<file path="src/rtl/boot_seq_pkg.sv">
// boot_seq_pkg: shared types and defaults for the APB boot sequencer.
//   boot_state_t      - sequencer FSM states
//   APB_* constants   - {psel, penable} encodings of the APB phases
//   DEF_*             - default parameter values used by the sequencer and its timer
//   apb_phase()       - maps an FSM state to its {psel, penable} pair
package boot_seq_pkg;

    typedef enum logic [2:0] {
        ST_IDLE,
        ST_ACCEPT,
        ST_SETUP,
        ST_ACCESS,
        ST_CORE_RST,
        ST_RUN,
        ST_FIN
    } boot_state_t;

    // {psel, penable}
    localparam logic [1:0] APB_IDLE   = 2'b00;
    localparam logic [1:0] APB_SETUP  = 2'b10;
    localparam logic [1:0] APB_ACCESS = 2'b11;

    localparam int unsigned DEF_DATA_LENGTH    = 32;
    localparam int unsigned DEF_ADDRESS_LENGTH = 12;
    localparam int unsigned DEF_ADDR_STEP      = 1;
    localparam int unsigned DEF_MAX_WORDS      = 2048;
    localparam int unsigned DEF_RST_CYCLES     = 2;
    localparam int unsigned DEF_TIMEOUT_CYCLES = 40000;

    function automatic logic [1:0] apb_phase(input boot_state_t s);
        logic [1:0] ph;
        ph = APB_IDLE;
        if (s == ST_SETUP)  ph = APB_SETUP;
        if (s == ST_ACCESS) ph = APB_ACCESS;
        return ph;
    endfunction

endpackage

</file>
<file path="src/rtl/boot_run_timer.sv">
// boot_run_timer: shared cycle counter for the core-reset pulse and the run timeout.
// Ports:
//   clk, rst        - clock, synchronous active-high reset
//   i_clear         - restart the count at 0 on the next edge (phase change)
//   i_rst_phase     - count while the core is held in reset
//   i_run_phase     - count while the core is running
//   o_rst_done      - current cycle is the last core-reset cycle
//   o_expire        - current cycle is the last allowed run cycle (never when timeout disabled)
// RST_CYCLES is expected to be at least 1.
module boot_run_timer
    import boot_seq_pkg::*;
#(
    parameter int unsigned RST_CYCLES     = DEF_RST_CYCLES,
    parameter int unsigned TIMEOUT_CYCLES = DEF_TIMEOUT_CYCLES
) (
    input  logic clk,
    input  logic rst,
    input  logic i_clear,
    input  logic i_rst_phase,
    input  logic i_run_phase,
    output logic o_rst_done,
    output logic o_expire
);

    localparam int unsigned CNT_MAX  = (RST_CYCLES > TIMEOUT_CYCLES) ? RST_CYCLES : TIMEOUT_CYCLES;
    localparam int unsigned CW       = (CNT_MAX < 2) ? 1 : $clog2(CNT_MAX + 1);
    localparam int unsigned RST_LAST = (RST_CYCLES > 0) ? RST_CYCLES - 1 : 0;
    localparam int unsigned TO_LAST  = (TIMEOUT_CYCLES > 0) ? TIMEOUT_CYCLES - 1 : 0;

    logic [CW-1:0] r_cnt;

    // Saturates so a disabled timeout can run forever without wrapping.
    always_ff @(posedge clk) begin
        if (rst) begin
            r_cnt <= '0;
        end else if (i_clear) begin
            r_cnt <= '0;
        end else if ((i_rst_phase || i_run_phase) && (r_cnt != CW'(CNT_MAX))) begin
            r_cnt <= r_cnt + 1'b1;
        end
    end

    assign o_rst_done = (r_cnt == CW'(RST_LAST));

    generate
        if (TIMEOUT_CYCLES == 0) begin : g_no_timeout
            assign o_expire = 1'b0;
        end else begin : g_timeout
            assign o_expire = (r_cnt == CW'(TO_LAST));
        end
    endgenerate

endmodule

</file>
<file path="src/rtl/apb_boot_sequencer.sv">
// apb_boot_sequencer: loads a program image into core memory over APB, then resets
// and runs the core, reporting completion or timeout.
// Ports:
//   clk, rst                        - clock, synchronous active-high reset
//   start, base_addr                - begin a load/run sequence at base_addr (IDLE/FIN only)
//   s_valid/s_ready/s_data/s_last   - image word stream
//   paddr/pwdata/psel/penable/pwrite/pready - APB master write port
//   core_select, core_rst_n         - memory port hand-over and core reset
//   run_complete                    - core finished
//   busy, done, timeout, overflow   - status (done/timeout/overflow sticky until start)
//   word_count                      - words written in the current sequence
//   load_checksum                   - only with BOOT_CHECKSUM_EN: sum of written words
module apb_boot_sequencer
    import boot_seq_pkg::*;
#(
    parameter int unsigned DATA_LENGTH    = DEF_DATA_LENGTH,
    parameter int unsigned ADDRESS_LENGTH = DEF_ADDRESS_LENGTH,
    parameter int unsigned ADDR_STEP      = DEF_ADDR_STEP,
    parameter int unsigned MAX_WORDS      = DEF_MAX_WORDS,
    parameter int unsigned RST_CYCLES     = DEF_RST_CYCLES,
    parameter int unsigned TIMEOUT_CYCLES = DEF_TIMEOUT_CYCLES
) (
    input  logic                              clk,
    input  logic                              rst,
    input  logic                              start,
    input  logic [ADDRESS_LENGTH-1:0]         base_addr,
    input  logic                              s_valid,
    output logic                              s_ready,
    input  logic [DATA_LENGTH-1:0]            s_data,
    input  logic                              s_last,
    output logic [ADDRESS_LENGTH-1:0]         paddr,
    output logic [DATA_LENGTH-1:0]            pwdata,
    output logic                              psel,
    output logic                              penable,
    output logic                              pwrite,
    input  logic                              pready,
    output logic                              core_select,
    output logic                              core_rst_n,
    input  logic                              run_complete,
    output logic                              busy,
    output logic                              done,
    output logic                              timeout,
    output logic                              overflow,
    output logic [$clog2(MAX_WORDS+1)-1:0]    word_count
`ifdef BOOT_CHECKSUM_EN
    ,
    output logic [DATA_LENGTH-1:0]            load_checksum
`endif
);

    localparam int unsigned WC_W = $clog2(MAX_WORDS + 1);

    boot_state_t               r_state;
    boot_state_t               w_next;

    logic [ADDRESS_LENGTH-1:0] r_addr;
    logic [ADDRESS_LENGTH-1:0] r_paddr;
    logic [DATA_LENGTH-1:0]    r_pwdata;
    logic                      r_last;
    logic [WC_W-1:0]           r_wc;
    logic                      r_done;
    logic                      r_timeout;
    logic                      r_overflow;
    logic                      r_core_sel;

    logic                      w_s_ready;
    logic                      w_pwrite;
    logic                      w_busy;
    logic                      w_core_rst_n;
    logic [1:0]                w_phase;
    logic                      w_start_ok;
    logic                      w_take;
    logic                      w_xfer;
    logic [WC_W-1:0]           w_wc_inc;
    logic                      w_wc_full;
    logic                      w_ovf;
    logic                      w_rst_phase;
    logic                      w_run_phase;
    logic                      w_tmr_clear;
    logic                      w_rst_done;
    logic                      w_expire;

    assign w_start_ok  = start && ((r_state == ST_IDLE) || (r_state == ST_FIN));
    assign w_take      = (r_state == ST_ACCEPT) && s_valid;
    assign w_xfer      = (r_state == ST_ACCESS) && pready;
    assign w_wc_inc    = r_wc + WC_W'(1);
    assign w_wc_full   = (w_wc_inc == WC_W'(MAX_WORDS));
    assign w_ovf       = w_xfer && !r_last && w_wc_full;
    assign w_rst_phase = (r_state == ST_CORE_RST);
    assign w_run_phase = (r_state == ST_RUN);
    // Any state change restarts the timer, so each phase counts from 0.
    assign w_tmr_clear = (w_next != r_state);

    boot_run_timer #(
        .RST_CYCLES     (RST_CYCLES),
        .TIMEOUT_CYCLES (TIMEOUT_CYCLES)
    ) u_timer (
        .clk         (clk),
        .rst         (rst),
        .i_clear     (w_tmr_clear),
        .i_rst_phase (w_rst_phase),
        .i_run_phase (w_run_phase),
        .o_rst_done  (w_rst_done),
        .o_expire    (w_expire)
    );

    always_ff @(posedge clk) begin
        if (rst) begin
            r_state <= ST_IDLE;
        end else begin
            r_state <= w_next;
        end
    end

    always_comb begin
        w_next       = r_state;
        w_s_ready    = 1'b0;
        w_pwrite     = 1'b0;
        w_busy       = 1'b1;
        w_core_rst_n = 1'b1;
        w_phase      = apb_phase(r_state);
        case (r_state)
            ST_IDLE, ST_FIN: begin
                w_busy = 1'b0;
                if (start) w_next = ST_ACCEPT;
            end
            ST_ACCEPT: begin
                w_s_ready = 1'b1;
                if (s_valid) w_next = ST_SETUP;
            end
            ST_SETUP: begin
                w_pwrite = 1'b1;
                w_next   = ST_ACCESS;
            end
            ST_ACCESS: begin
                w_pwrite = 1'b1;
                if (pready) begin
                    if (r_last)         w_next = ST_CORE_RST;
                    else if (w_wc_full) w_next = ST_FIN;
                    else                w_next = ST_ACCEPT;
                end
            end
            ST_CORE_RST: begin
                w_core_rst_n = 1'b0;
                if (w_rst_done) w_next = ST_RUN;
            end
            ST_RUN: begin
                if (run_complete || w_expire) w_next = ST_FIN;
            end
            default: begin
                w_next = ST_IDLE;
            end
        endcase
    end

    always_ff @(posedge clk) begin
        if (rst) begin
            r_addr     <= '0;
            r_paddr    <= '0;
            r_pwdata   <= '0;
            r_last     <= 1'b0;
            r_wc       <= '0;
            r_done     <= 1'b0;
            r_timeout  <= 1'b0;
            r_overflow <= 1'b0;
            r_core_sel <= 1'b0;
        end else begin
            if (w_start_ok) begin
                r_addr     <= base_addr;
                r_wc       <= '0;
                r_done     <= 1'b0;
                r_timeout  <= 1'b0;
                r_overflow <= 1'b0;
                r_core_sel <= 1'b0;
            end
            if (w_take) begin
                r_paddr  <= r_addr;
                r_pwdata <= s_data;
                r_last   <= s_last;
            end
            if (w_xfer) begin
                r_wc   <= w_wc_inc;
                r_addr <= r_addr + ADDRESS_LENGTH'(ADDR_STEP);
            end
            if (w_ovf) begin
                r_overflow <= 1'b1;
            end
            // Core keeps the memory port from its reset pulse until the next start.
            if ((r_state == ST_ACCESS) && (w_next == ST_CORE_RST)) begin
                r_core_sel <= 1'b1;
            end
            // Completion takes priority over a simultaneous expiry.
            if (r_state == ST_RUN) begin
                if (run_complete)  r_done    <= 1'b1;
                else if (w_expire) r_timeout <= 1'b1;
            end
        end
    end

`ifdef BOOT_CHECKSUM_EN
    logic [DATA_LENGTH-1:0] r_csum;

    always_ff @(posedge clk) begin
        if (rst) begin
            r_csum <= '0;
        end else if (w_start_ok) begin
            r_csum <= '0;
        end else if (w_xfer) begin
            r_csum <= r_csum + r_pwdata;
        end
    end

    assign load_checksum = r_csum;
`endif

    assign s_ready     = w_s_ready;
    assign psel        = w_phase[1];
    assign penable     = w_phase[0];
    assign pwrite      = w_pwrite;
    assign paddr       = r_paddr;
    assign pwdata      = r_pwdata;
    assign core_select = r_core_sel;
    assign core_rst_n  = w_core_rst_n;
    assign busy        = w_busy;
    assign done        = r_done;
    assign timeout     = r_timeout;
    assign overflow    = r_overflow;
    assign word_count  = r_wc;

endmodule
</file>
<file path="config.mk">
export PLATFORM = sky130hd
export DESIGN_NAME = apb_boot_sequencer
export DESIGN_NICKNAME = d
export VERILOG_FILES = /design/src/rtl/boot_seq_pkg.sv /design/src/rtl/boot_run_timer.sv /design/src/rtl/apb_boot_sequencer.sv
export SDC_FILE = /design/constraint.sdc
export NUM_CORES = 1
export LEC_CHECK = 0
export BUFFER_PORTS_ARGS = -buffer_cell sky130_fd_sc_hd__buf_4
export CELL_PAD_IN_SITES_DETAIL_PLACEMENT = 1
export CELL_PAD_IN_SITES_GLOBAL_PLACEMENT = 2
export CORE_ASPECT_RATIO = 0.7
export CORE_UTILIZATION = 29
export CTS_CLUSTER_SIZE = 25
export DETAILED_ROUTE_END_ITERATION = 10
export HOLD_SLACK_MARGIN = 0.12
export PLACE_DENSITY_LB_ADDON = 0.1
export SYNTH_ARGS = -nofsm -noshare
export SYNTH_HDL_FRONTEND = slang
export SYNTH_SLANG_ARGS = --single-unit
export TNS_END_PERCENT = 5
</file>
<file path="constraint.sdc">
create_clock -name clk -period 2.4 [get_ports clk]
set_clock_uncertainty 0.05 [all_clocks]
set_input_delay 0.36 -clock clk [delete_from_list [all_inputs] [get_ports clk]]
set_output_delay 0.36 -clock clk [all_outputs]
set_load 0.01 [all_outputs]
</file>
# Word-level counts from Yosys, hierarchy flattened
# Index checks and enable logic that the tools add are counted.
[op_classes] add_sub_neg=3 eq_ne=12 muxes=28 n_reduce_logical=18
[op_table] cell="2-to-1 mux 12 bit" n=4
[op_table] cell="adder 12 x 1 -> 12 bit (second input constant)" n=2
[op_table] cell="2-to-1 mux 3 bit" n=7
[op_table] cell="case mux 3 bit (6 select lines)" n=1
[op_table] cell="adder 16 x 1 -> 16 bit (second input constant)" n=1
[op_table] cell="== test 16 x 1 -> 1 bit (second input constant)" n=1
[op_table] cell="== test 16 bit (second input constant)" n=1
[op_table] cell="!= test 16 bit (second input constant)" n=1
[op_table] cell="2-to-1 mux 1 bit" n=14
[op_table] cell="== test 12 bit (second input constant)" n=1
[op_table] cell="== test 3 bit (second input constant)" n=4
[op_table] cell="logical AND 1 bit" n=7
[op_table] cell="== test 3 x 2 -> 1 bit (second input constant)" n=2
[op_table] cell="nonzero test 2 bit" n=3
[op_table] cell="OR reduction 2 bit" n=3
[op_table] cell="2-to-1 mux 2 bit" n=2
[op_table] cell="== test 3 x 1 -> 1 bit (second input constant)" n=1
[op_table] cell="zero test 3 bit" n=1
[op_table] cell="logical OR 1 bit" n=3
[op_table] cell="!= test 3 bit" n=1
[op_table] cell="zero test 1 bit" n=1
[totals] reg_bits=92 input_bits=51 output_inout_bits=66 wordCells=72

# Depth between registers and ports, before layout
# Gate-level depths: netlist of run 1.
[depth] depth_word=9 depth_mapped=10 depth_no_buf=8

# Cells and area by module
# Synthesis of run 1 repeated with hierarchy kept, for this count alone.
[hier_totals] cells_unflattened=555 hier_area_um2=4256.6
[modules_own_cells] module="apb_boot_sequencer" n_inst=1 cells_per_inst=452 area_each_um2=3415.8 seq_area_each_um2=1521.5
[modules_own_cells] module="boot_run_timer" n_inst=1 cells_per_inst=103 area_each_um2=840.8 seq_area_each_um2=320.3

# Least setup slack after synthesis of run 1
# Ideal clock, no wire load.
[synth_timing] path_type="reg-to-reg" startpoint="reg r_wc[0] (netlist: word_count[0])" endpoint="reg u_timer.r_cnt[0]" setup_ns=0.115 t_arrival_ns=2.037 required_ns=2.235 setup_slack_ns=0.198 path_stages_with_launch=10 n_path_buf=1 synth_period_minus_slack_ns=2.202 cell_sequence="dfxtp_1 > ha_1 > nand3_1 > nor3_1 > or3b_2 > a221oi_2 > o311ai_1 > nand4b_4 > buf_6 > nor2_2"
[synth_via] elab_chain_len=8
[synth_rtl] element="start, declared" line_no="apb_boot_sequencer.sv:60" rtl="logic [WC_W-1:0] r_wc;"
[synth_rtl] element="start signal, assigned" line_no="apb_boot_sequencer.sv:182" rtl="r_wc <= w_wc_inc;"
[synth_rtl] element="adder 12 x 1 -> 12 bit" line_no="apb_boot_sequencer.sv:86" rtl="assign w_wc_inc = r_wc + WC_W'(1);"
[synth_rtl] element="== test 12 bit" line_no="apb_boot_sequencer.sv:87" rtl="assign w_wc_full = (w_wc_inc == WC_W'(MAX_WORDS));"
[synth_rtl] element="2-to-1 mux 3 bit" line_no="apb_boot_sequencer.sv:139" rtl="else if (w_wc_full) w_next = ST_FIN;"
[synth_rtl] element="2-to-1 mux 3 bit" line_no="apb_boot_sequencer.sv:138" rtl="if (r_last) w_next = ST_CORE_RST;"
[synth_rtl] element="2-to-1 mux 3 bit" line_no="apb_boot_sequencer.sv:137" rtl="if (pready) begin"
[synth_rtl] element="case mux 3 bit (6 select lines)" line_no="apb_boot_sequencer.sv:122" rtl="case (r_state)"
[synth_rtl] element="!= test 3 bit" line_no="apb_boot_sequencer.sv:92" rtl="assign w_tmr_clear = (w_next != r_state);"
[synth_rtl] element="OR reduction 2 bit (no line)"
[synth_rtl] element="end signal, assigned" line_no="boot_run_timer.sv:39" rtl="r_cnt <= r_cnt + 1'b1;"
[synth_rtl] element="end, declared" line_no="boot_run_timer.sv:30" rtl="logic [CW-1:0] r_cnt;"
# Every way passes these cells.
# A chain may end at the register's enable or synchronous reset.

# Worst setup path after layout of run 1
[layout_timing] startpoint="reg r_wc[0] (netlist: word_count[0])" endpoint="reg u_timer.r_cnt[13]"
# Same word-level chain as after synthesis.

==> results.yml, run 1 <==
run:
  maxCapViolCount: 0
cts:
  post_cts_buffers: 0
  numCtsBuffers: 9
  clock-sinks: 92
  cts_max_level: 3
  cts_tree: "built"
  clkLatencyLatePin_ps: 340
  clk_pin_slew_ps: 70
  ctsLongestPathBuffers: 2
  ctsHoldBuffers: 0
  root_buffer: "clkbuf_16"
routing:
  met1Wirelength_um: 6500
  drt-initial-drc-count: 133
  vias: 4200
  vias_per_cell: 4.90
  postRouteAntennaNets: 0
  met3_length_um: 860
  post-route-drc-count: 0
  dr.pass1.iters: 4
  route.met2.wl_um: 5970
  top_layer: "met4"
  wl_per_cell_um: 15.7
  wirelength_um: 13400
power:
  comb_power_share: 0.157
  ir_worst_vdd_v: 0.000322
  p_int_uw: 2640
  power_switching_uw: 985
  seq_power_share: 0.454
  p_leak_uw: 0.00226
  clockPowerShare: 0.389
  powerDensity_nw_per_um2: 633
  sw_frac_of_total: 0.272
synth:
  synth_cells: 541
  ys_async_sr_fraction: 0
  synth_edf_count: 0
  yosys_warnings: 0
  syn-cell-area_um2: 4210
  synthFlopType: "dfxtp_1"
  ys_seq_area_frac: 0.438
  postSynthAreaPerCell_um2: 7.78
  ys_seq_elements: 92
  mappedNetlistNets: 600
  synth_cell_types: 53
cells_and_area:
  antenna_cells: 0
  layout-drive-gt1-share: 0.271
  seqCellArea_um2: 1840
  final_cells: 858
  synthToLayoutAreaGrowth_pct: 36.0
  utilization: 0.407
  nets: 722
  multi_input_area_um2: 2230
  fillers: 1737
critical_path:
  rr_endpoint: "u_timer.r_cnt[13]"
  cp.required_ps: 2580
  worst-path-max-fanout: 16
  path_cells: "ha_1, nand3_1, nor3_2, or3b_2, a221oi_2, o311ai_2, nand4b_4, buf_12, nor2_1"
  reg2regPathDepth: 9
  cp-end-kind: "flip-flop"
  start_kind: "flip-flop"
  critPathSlowestCell: "or3b_2"
  regToRegSetupSlack_ps: 140
  reg2reg_from: "word_count[0]"
  arrival_ps: 2440
  slowest_delay_ps: 460
  worstSetupPathType: "flip-flop to flip-flop"
grt:
  grt_pass1_vias: 4251
  grt_usage: 0.183
  grt_pass1_wl_um: 21600
  antenna_found_initial: 0
  grt_start_max_net_pins: 46
  gr-total-overflow: 0
sta:
  setup-violations-final: 0
  rsz0062_at_grt: "false"
  slew_viol_final: 0
  fmax_mhz: 442
  maxSlewHeadroom: 0.649
  period_share: 0.943
  fin_crit_ps: 2260
  worst_pin_slew_ps: 522
  hold_violations: 0
  setup_tns_ps: 0
die:
  core_um2: 14100
  row_count: 36
  initial_core_util: 0.299
  die-area_um2: 15000
  io_pins: 117
  die_x_um: 146
  dieHeight_um: 103
placed_design:
  dp_cells: 842
  port_buffers: 116
  gp_congestion: 0.814
  dp_hpwl_um: 9730
run_status:
  status: "complete, no violations"
worst_hold_path:
  hp-start: "s_data[30]"
  hp-class: "primary input to flip-flop"
  hold_end: "pwdata[30]"
  hold_depth: 3
-- stage by stage --
stage	setup WS (ps)	instance area [µm²]	hold slack, ps	power (µW)
after detailed placement	137	5410	402	2250
after global placement	202	5410	393	2240
final	137	5720	211	3620
after CTS	111	5700	197	3670
after global routing	8.92	5720	197	3810
after floorplan	198	4210	392	1960
-- worst max path at each step --
stage,start,endpoint,slack [ps],cells past startpoint
after floorplan,word_count[0],u_timer.r_cnt[0],200,9
after global placement,u_timer.r_cnt[14],u_timer.r_cnt[11],200,8
after detailed placement,word_count[0],u_timer.r_cnt[15],140,9
after CTS,word_count[0],u_timer.r_cnt[13],110,9
after global routing,r_state[1],r_addr[5],9,10
final,word_count[0],u_timer.r_cnt[13],140,9
-- cell type report --
class	count	share of cell area
inverter	10	0.00656
multi-input combinational	411	0.389
clock buffer	12	0.0466
clock inverter	4	0.00525
timing repair buffer	139	0.189
tap	190	0.0415
sequential	92	0.322
-- state kept, by name, indices dropped and copies added (netlist names) --
register       flops
word_count        12
pwdata            32
core_select        1
paddr             12
r_last             1
u_timer.r_cnt     16
timeout            1
r_addr            12
overflow           1
r_state            3
done               1
-- layer usage --
layer,up-vias,track usage
met3,12,0.0588
met2,93,0.295
met1,1991,0.239
met4,0,0.0425
met5,-,0
li1,2104,-
-- Yosys cell counts (all sizes together) (2+ instances only) --
cell    number  area [µm²]
nand4b       2        32.5
inv         10        37.5
nand2b       5        31.3
nor2        67         277
dfxtp       92        1840
nand3b       2        15.0
o211ai       2        15.0
clkbuf      24        90.1
o21ai       21         105
ha           8         100
and3         9        56.3
nor4         7        50.1
a22oi        4        30.0
a31oi        2        12.5
a41oi        2        17.5
o22ai        2        12.5
or2          2        12.5
nand3       18        90.1
xor2        10        87.6
a221oi       5        50.0
and2         5        31.3
nand2      117         439
a311oi       3        26.3
nand4        6        37.5
nor2b        2        12.5
nor3b        2        15.0
nor3         9        45.0
a211oi       2        15.0
buf          4        28.8
xnor2        7        61.3
o21a         2        15.0
or4          4        33.8
a21oi       71         355
-- placed cells by master (no fill, tap or decap), types with 2 or more instances in the layout --
cell,count
buf_4,136
nand2_1,117
dfxtp_1,91
a21oi_1,71
nor2_1,55
o21ai_0,21
nand3_1,18
nor2_2,12
inv_1,10
xor2_1,10
and3_1,9
clkbuf_16,9
nor3_1,8
ha_1,8
xnor2_1,7
nand4_1,6
nor4_1,6
nand2b_1,5
and2_1,5
a22oi_1,4
a221oi_1,4
or4_1,3
a311oi_1,3
clkbuf_8,3
buf_12,3
nor2b_1,2
or2_2,2
nand3b_1,2
o22ai_1,2
a211oi_1,2
o211ai_1,2
o21a_1,2
a41oi_1,2
nor3b_1,2
a31oi_1,2
-- power by group through the flow --
stage | registers (µW) | logic [µW] | clock network [µW]
after floorplan | 1680 | 287 | 0
after global placement | 1670 | 562 | 0
after detailed placement | 1680 | 573 | 0
after CTS | 1640 | 575 | 1460
after global routing | 1650 | 628 | 1530
final | 1640 | 568 | 1410
-- worst max-delay path, delay by kind of cell, from the launching register on --
family,cells,cell delay [ps]
buf+inv,1,160
fa+ha+maj,1,250
compound gates,2,510
flops,1,320
simple gates,5,860
-- logic make-up (layout without fill, tap and decap cells) --
logic type,Yosys count,in the layout,share of synthesized area
simple gates,260,260,0.287
xor+xnor,17,17,0.0354
fa+ha+maj,9,9,0.0262
mux,1,1,0.00268
flops,92,92,0.438
compound gates,124,124,0.174
buf+inv,38,165,0.0372
-- timing repair --
item / 4_1_cts / 5_1_grt
endpoints found under the setup margin: 0 / 18
resized for setup: 0 / 5
hold endpoints to repair: 0 / 0
(Power assumes the default switching activity.)
==> run 2: changes to the inputs <==
Settings changed: ABC_AREA from default to 1, CORE_UTILIZATION 29 to 28.
==> run 2 against run 1 <==
Effect of this change: register-to-register slack gained 60 ps; combinational power grew 75%; synthesized area grew 4.0%; worst hold slack lost 21 ps; utilization shrank 0.80 points; synthesized cell count grew 14%; final area grew 4.6%; via count grew 5.0%; global-route usage grew 0.18 points; critical path type unchanged.
==> results.yml, run 2 <==
run_status:
  status: "complete, no violations"
cells_and_area:
  final_common_cell: "buf_4"
  largest_reg_flops: 32
  nets: 798
  antenna_cells: 0
  final_area_um2: 5990
  layout-drive-gt1-share: 0.273
  final_cells: 939
  synthToLayoutAreaGrowth_pct: 36.8
  final_cell_mix: "buf_4 (131), nand2_1 (111), nor2_1 (99), dfxtp_1 (85), o21ai_0 (61)"
cts:
  clkLatencyLatePin_ps: 340
  root_buffer: "clkbuf_16"
  clk_pin_slew_ps: 80
  cts_tree: "built"
  clock-sinks: 92
  post_cts_buffers: 0
  cts_max_level: 3
  numCtsBuffers: 9
  ctsLongestPathBuffers: 2
routing:
  vias_per_cell: 4.70
  postRouteAntennaNets: 0
  drt-initial-drc-count: 211
  vias: 4411
  post-route-drc-count: 0
  wl_per_cell_um: 15.3
  wirelength_um: 14400
  dr.pass1.iters: 4
synth:
  yosysMostFrequentCell: "nand2_1"
  ys_async_sr_fraction: 0
  ys_seq_elements: 92
  syn-cell-area_um2: 4380
  synth_top_cell_by_area: "dfxtp_1"
  synth.area.top_cells: "dfxtp_1 (42%), nand2_1 (9.9%), nor2_1 (8.7%), o21ai_0 (7.0%), inv_1 (5.1%)"
  synth_cell_types: 35
  ys_seq_area_frac: 0.421
  synth_cells: 618
  synth_top_area_frac: 0.421
  synth_edf_count: 0
  yosys_warnings: 0
  postSynthAreaPerCell_um2: 7.08
  synthFlopType: "dfxtp_1"
  synth_common_cells: "nand2_1 (116), nor2_1 (102), dfxtp_1 (92), o21ai_0 (61), inv_1 (60)"
  mappedNetlistNets: 677
critical_path:
  cp-end-kind: "flip-flop"
  worstSetupPathType: "flip-flop to flip-flop"
  start_kind: "flip-flop"
  worst-path-max-fanout: 8
  cp.required_ps: 2610
  regToRegSetupSlack_ps: 200
  arrival_ps: 2420
grt:
  grt_pass1_vias: 4472
  antenna_found_initial: 0
  grt_start_max_net_pins: 53
  grt_usage: 0.185
  gr-total-overflow: 0
  grt_pass1_wl_um: 23400
die:
  die_x_um: 151
  dieHeight_um: 107
  die-area_um2: 16100
  initial_core_util: 0.292
  core_um2: 15000
  row_count: 37
  io_pins: 117
run:
  maxCapViolCount: 0
placed_design:
  dp_cells: 922
  gp_congestion: 0.846
  port_buffers: 116
  dp_hpwl_um: 10500
  placed_cell_area_um2: 5540
sta:
  maxSlewHeadroom: 0.689
  setup_tns_ps: 0
  worst_pin_slew_ps: 466
  hold_violations: 0
  fin_hold_ws_ps: 190
  fmax_mhz: 454
  setup-violations-final: 0
  period_share: 0.918
  slew_viol_final: 0
  fin_crit_ps: 2200
power:
  ir_worst_vdd_v: 0.000326
  p_leak_uw: 0.00259
  powerDensity_nw_per_um2: 708
worst_hold_path:
  hp-class: "primary input to flip-flop"
[run 2: changes by cell type in the layout (fill, tap and decap cells not counted), moves of 7 or more]
cell     previous run  this run
nor2_1             55        99
a21oi_1            71        34
nand3_1            18        34
inv_1              10        58
o21ai_0            21        61
and3_1              9         0
nor3_2              1        15
nand2_2             0         9
nor2_2             12         5
[run 2: logic make-up after synthesis]
family,count (synthesis),synth area share
and+or+nand+nor,307,0.310
buffers and inverters,87,0.0803
AOI/OAI and AO/OA,109,0.134
DFF,92,0.421
adders and majority gates,8,0.0229
xor gates and xnor gates,15,0.0317
[run 2: per-stage QoR]
stage / util / worst slack [ps] / power, µW
6_report: 0.399 / 198 / 4240
5_1_grt: 0.399 / -37.7 / 4470
4_1_cts: 0.390 / 17.8 / 4230
3_5_place_dp: 0.370 / 31.0 / 2700
3_3_place_gp: 0.370 / 107 / 2680
2_1_floorplan: - / 220 / 2240
[run 2: critical path, cell delays in order (launching register included)]
cell and delay, ps:
dfxtp_2 370, ha_4 160, nand3_4 100, inv_2 90
nand2_1 50, nand2_1 50, nand2_1 70, inv_1 60
nand2_1 60, nor2_2 140, nand2_1 60, nand2_1 100
nand2_1 60, nand2_1 70, nand2_2 60, nand3_1 80
nand2_2 120, clkbuf_16 190, nor3_2 170
[run 2: path summary, 6_finish.rpt]
check | startpoint | end | cells past startpoint
hold / removal | s_data[2] | pwdata[2] | 3
hold reg to reg | done | done | 2
setup reg to reg | word_count[0] | u_timer.r_cnt[7] | 18
setup / recovery | word_count[0] | u_timer.r_cnt[7] | 18
[run 2: final cells by class]
type / count / area, µm²
inverters: 61 / 229
clock buffers: 9 / 225
flip-flops and latches: 92 / 1850
multi-input cells: 439 / 2280
fillers: 1897 / 9010
clock inverters: 7 / 81.3
well taps: 195 / 244
repair buffers: 136 / 1070
[run 2: power by group]
group,leakage (µW),internal [µW],switching (µW)
Combinational,0.00168,408,585
Sequential,0.000752,1660,82.3
Clock,0.000153,828,680
Total,0.00259,2890,1350
[run 2: metal layers]
layer,track usage,routed length [µm],vias up
met3,0.0719,1100,2
met2,0.273,6050,87
met4,0.0343,39,0
met5,0,0,-
met1,0.253,7210,2082
li1,-,-,2240
[run 2: what timing repair did]
action                                 CTS  global route
pin swaps                                0             4
gates cloned                             0             1
setup endpoints to repair                1            17
endpoints found under the hold margin    0             0
resized for setup                        1            32
hold buffers                             0             0
==> run 3: changes to the inputs <==
Settings changed: MAX_ROUTING_LAYER from default to met4.
==> run 3 against run 2 <==
Effect of this change: worst hold slack worse by 0.98 ps; utilization unchanged; sequential share of layout area unchanged; sequential cell count unchanged; first-iteration DRC count down 0.95%; via count up 0.23%; combinational power about the same; fmax down 0.11%; cell count unchanged; global-route usage up 0.51 points.
==> results.yml, run 3 (synthesis gave the netlist of run 2 again) <==
run_status:
  status: "complete, no violations"
worst_hold_path:
  hp-class: "primary input to flip-flop"
placed_design:
  dp_hpwl_um: 10500
  dp_cells: 922
  place_ws_ps: 31.0
  gp_congestion: 0.859
  port_buffers: 116
  placed_cell_area_um2: 5540
critical_path:
  cp.required_ps: 2620
  worstSetupPathType: "flip-flop to flip-flop"
  worst-path-max-fanout: 8
  start_kind: "flip-flop"
  cp-end-kind: "flip-flop"
  arrival_ps: 2420
run:
  maxCapViolCount: 0
cts:
  cts_tree: "built"
  root_buffer: "clkbuf_16"
  ctsLongestPathBuffers: 2
  clock-sinks: 92
  cts_max_level: 3
  clkLatencyLatePin_ps: 340
  clk_pin_slew_ps: 80
  post_cts_buffers: 0
  numCtsBuffers: 9
grt:
  grt_start_max_net_pins: 53
  gr-total-overflow: 0
  grt_usage: 0.190
  antenna_found_initial: 0
  grt_pass1_vias: 4471
  grt_pass1_wl_um: 23300
sta:
  maxSlewHeadroom: 0.691
  period_share: 0.919
  fin_crit_ps: 2200
  hold_violations: 0
  setup-violations-final: 0
  worst_pin_slew_ps: 463
  layout_setup_ws_ps: 196
  setup_tns_ps: 0
  fmax_mhz: 454
  slew_viol_final: 0
cells_and_area:
  antenna_cells: 0
  final_cell_mix: "buf_4 (131), nand2_1 (111), nor2_1 (99), dfxtp_1 (85), o21ai_0 (61)"
  synthToLayoutAreaGrowth_pct: 36.8
  utilization: 0.399
  layout-drive-gt1-share: 0.273
  largest_reg_flops: 32
  nets: 798
  final_common_cell: "buf_4"
  fillers: 1897
  final_cells: 939
  final_area_um2: 5990
routing:
  vias_per_cell: 4.71
  wirelength_um: 14400
  vias: 4421
  dr.pass1.iters: 4
  wl_per_cell_um: 15.3
  drt-initial-drc-count: 209
  postRouteAntennaNets: 0
  post-route-drc-count: 0
power:
  powerDensity_nw_per_um2: 708
  ir_worst_vdd_v: 0.000326
  p_leak_uw: 0.00259
die:
  dieHeight_um: 107
  die_x_um: 151
  io_pins: 117
  initial_core_util: 0.292
  row_count: 37
  die-area_um2: 16100
  core_um2: 15000
run 3: cell counts in the layout (fill, tap and decap cells not counted):
No cell type changed its count.
run 3: report_power, final:
group / switching (µW) / leakage, µW / internal, µW / total (µW)
Clock: 681 / 0.000153 / 828 / 1510
Sequential: 82.6 / 0.000752 / 1660 / 1740
Combinational: 584 / 0.00168 / 408 / 992
run 3: timing repair:
item,CTS,global route
endpoints found under the setup margin,1,17
resized for setup,1,32
hold buffers,0,0
cloned,0,1
pin swaps,0,4
run 3: final cells by class:
| type | instances | area, µm² | area share |
|---|---|---|---|
| Sequential cell | 92 | 1850 | 0.309 |
| Inverter | 61 | 229 | 0.0382 |
| Tap cell | 195 | 244 | 0.0407 |
| Clock inverter | 7 | 81.3 | 0.0136 |
| Multi-Input combinational cell | 439 | 2280 | 0.382 |
| Clock buffer | 9 | 225 | 0.0376 |
| Timing Repair Buffer | 136 | 1070 | 0.179 |
run 3: final timing paths:
check / from / to / slack, ps / cells past startpoint
min: s_data[2] / pwdata[2] / 190 / 3
min reg2reg: done / done / 420 / 2
max reg2reg: word_count[0] / u_timer.r_cnt[7] / 200 / 18
max: word_count[0] / u_timer.r_cnt[7] / 200 / 18
run 3: through the flow:
step                hold slack [ps]  total power, µW
floorplan                       388             2240
global placement                415             2680
detailed placement              412             2700
CTS                             175             4230
global route                    189             4460
finish                          189             4240
run 3: worst max-delay path, stage by stage (launching register included):
cell	delay [ps]
dfxtp_2	370
ha_4	160
nand3_4	100
inv_2	90
nand2_1	50
nand2_1	50
nand2_1	70
inv_1	60
nand2_1	60
nor2_2	140
nand2_1	60
nand2_1	100
nand2_1	60
nand2_1	70
nand2_2	60
nand3_1	80
nand2_2	120
clkbuf_16	190
nor3_2	170
run 3: routing by layer:
layer | up-vias | global-route usage | wire [µm]
met1 | 2093 | 0.257 | 7400
li1 | 2241 | - | -
met2 | 83 | 0.272 | 5990
met3 | 4 | 0.0660 | 959
met5 | - | - | 0
met4 | 0 | 0.0343 | 62
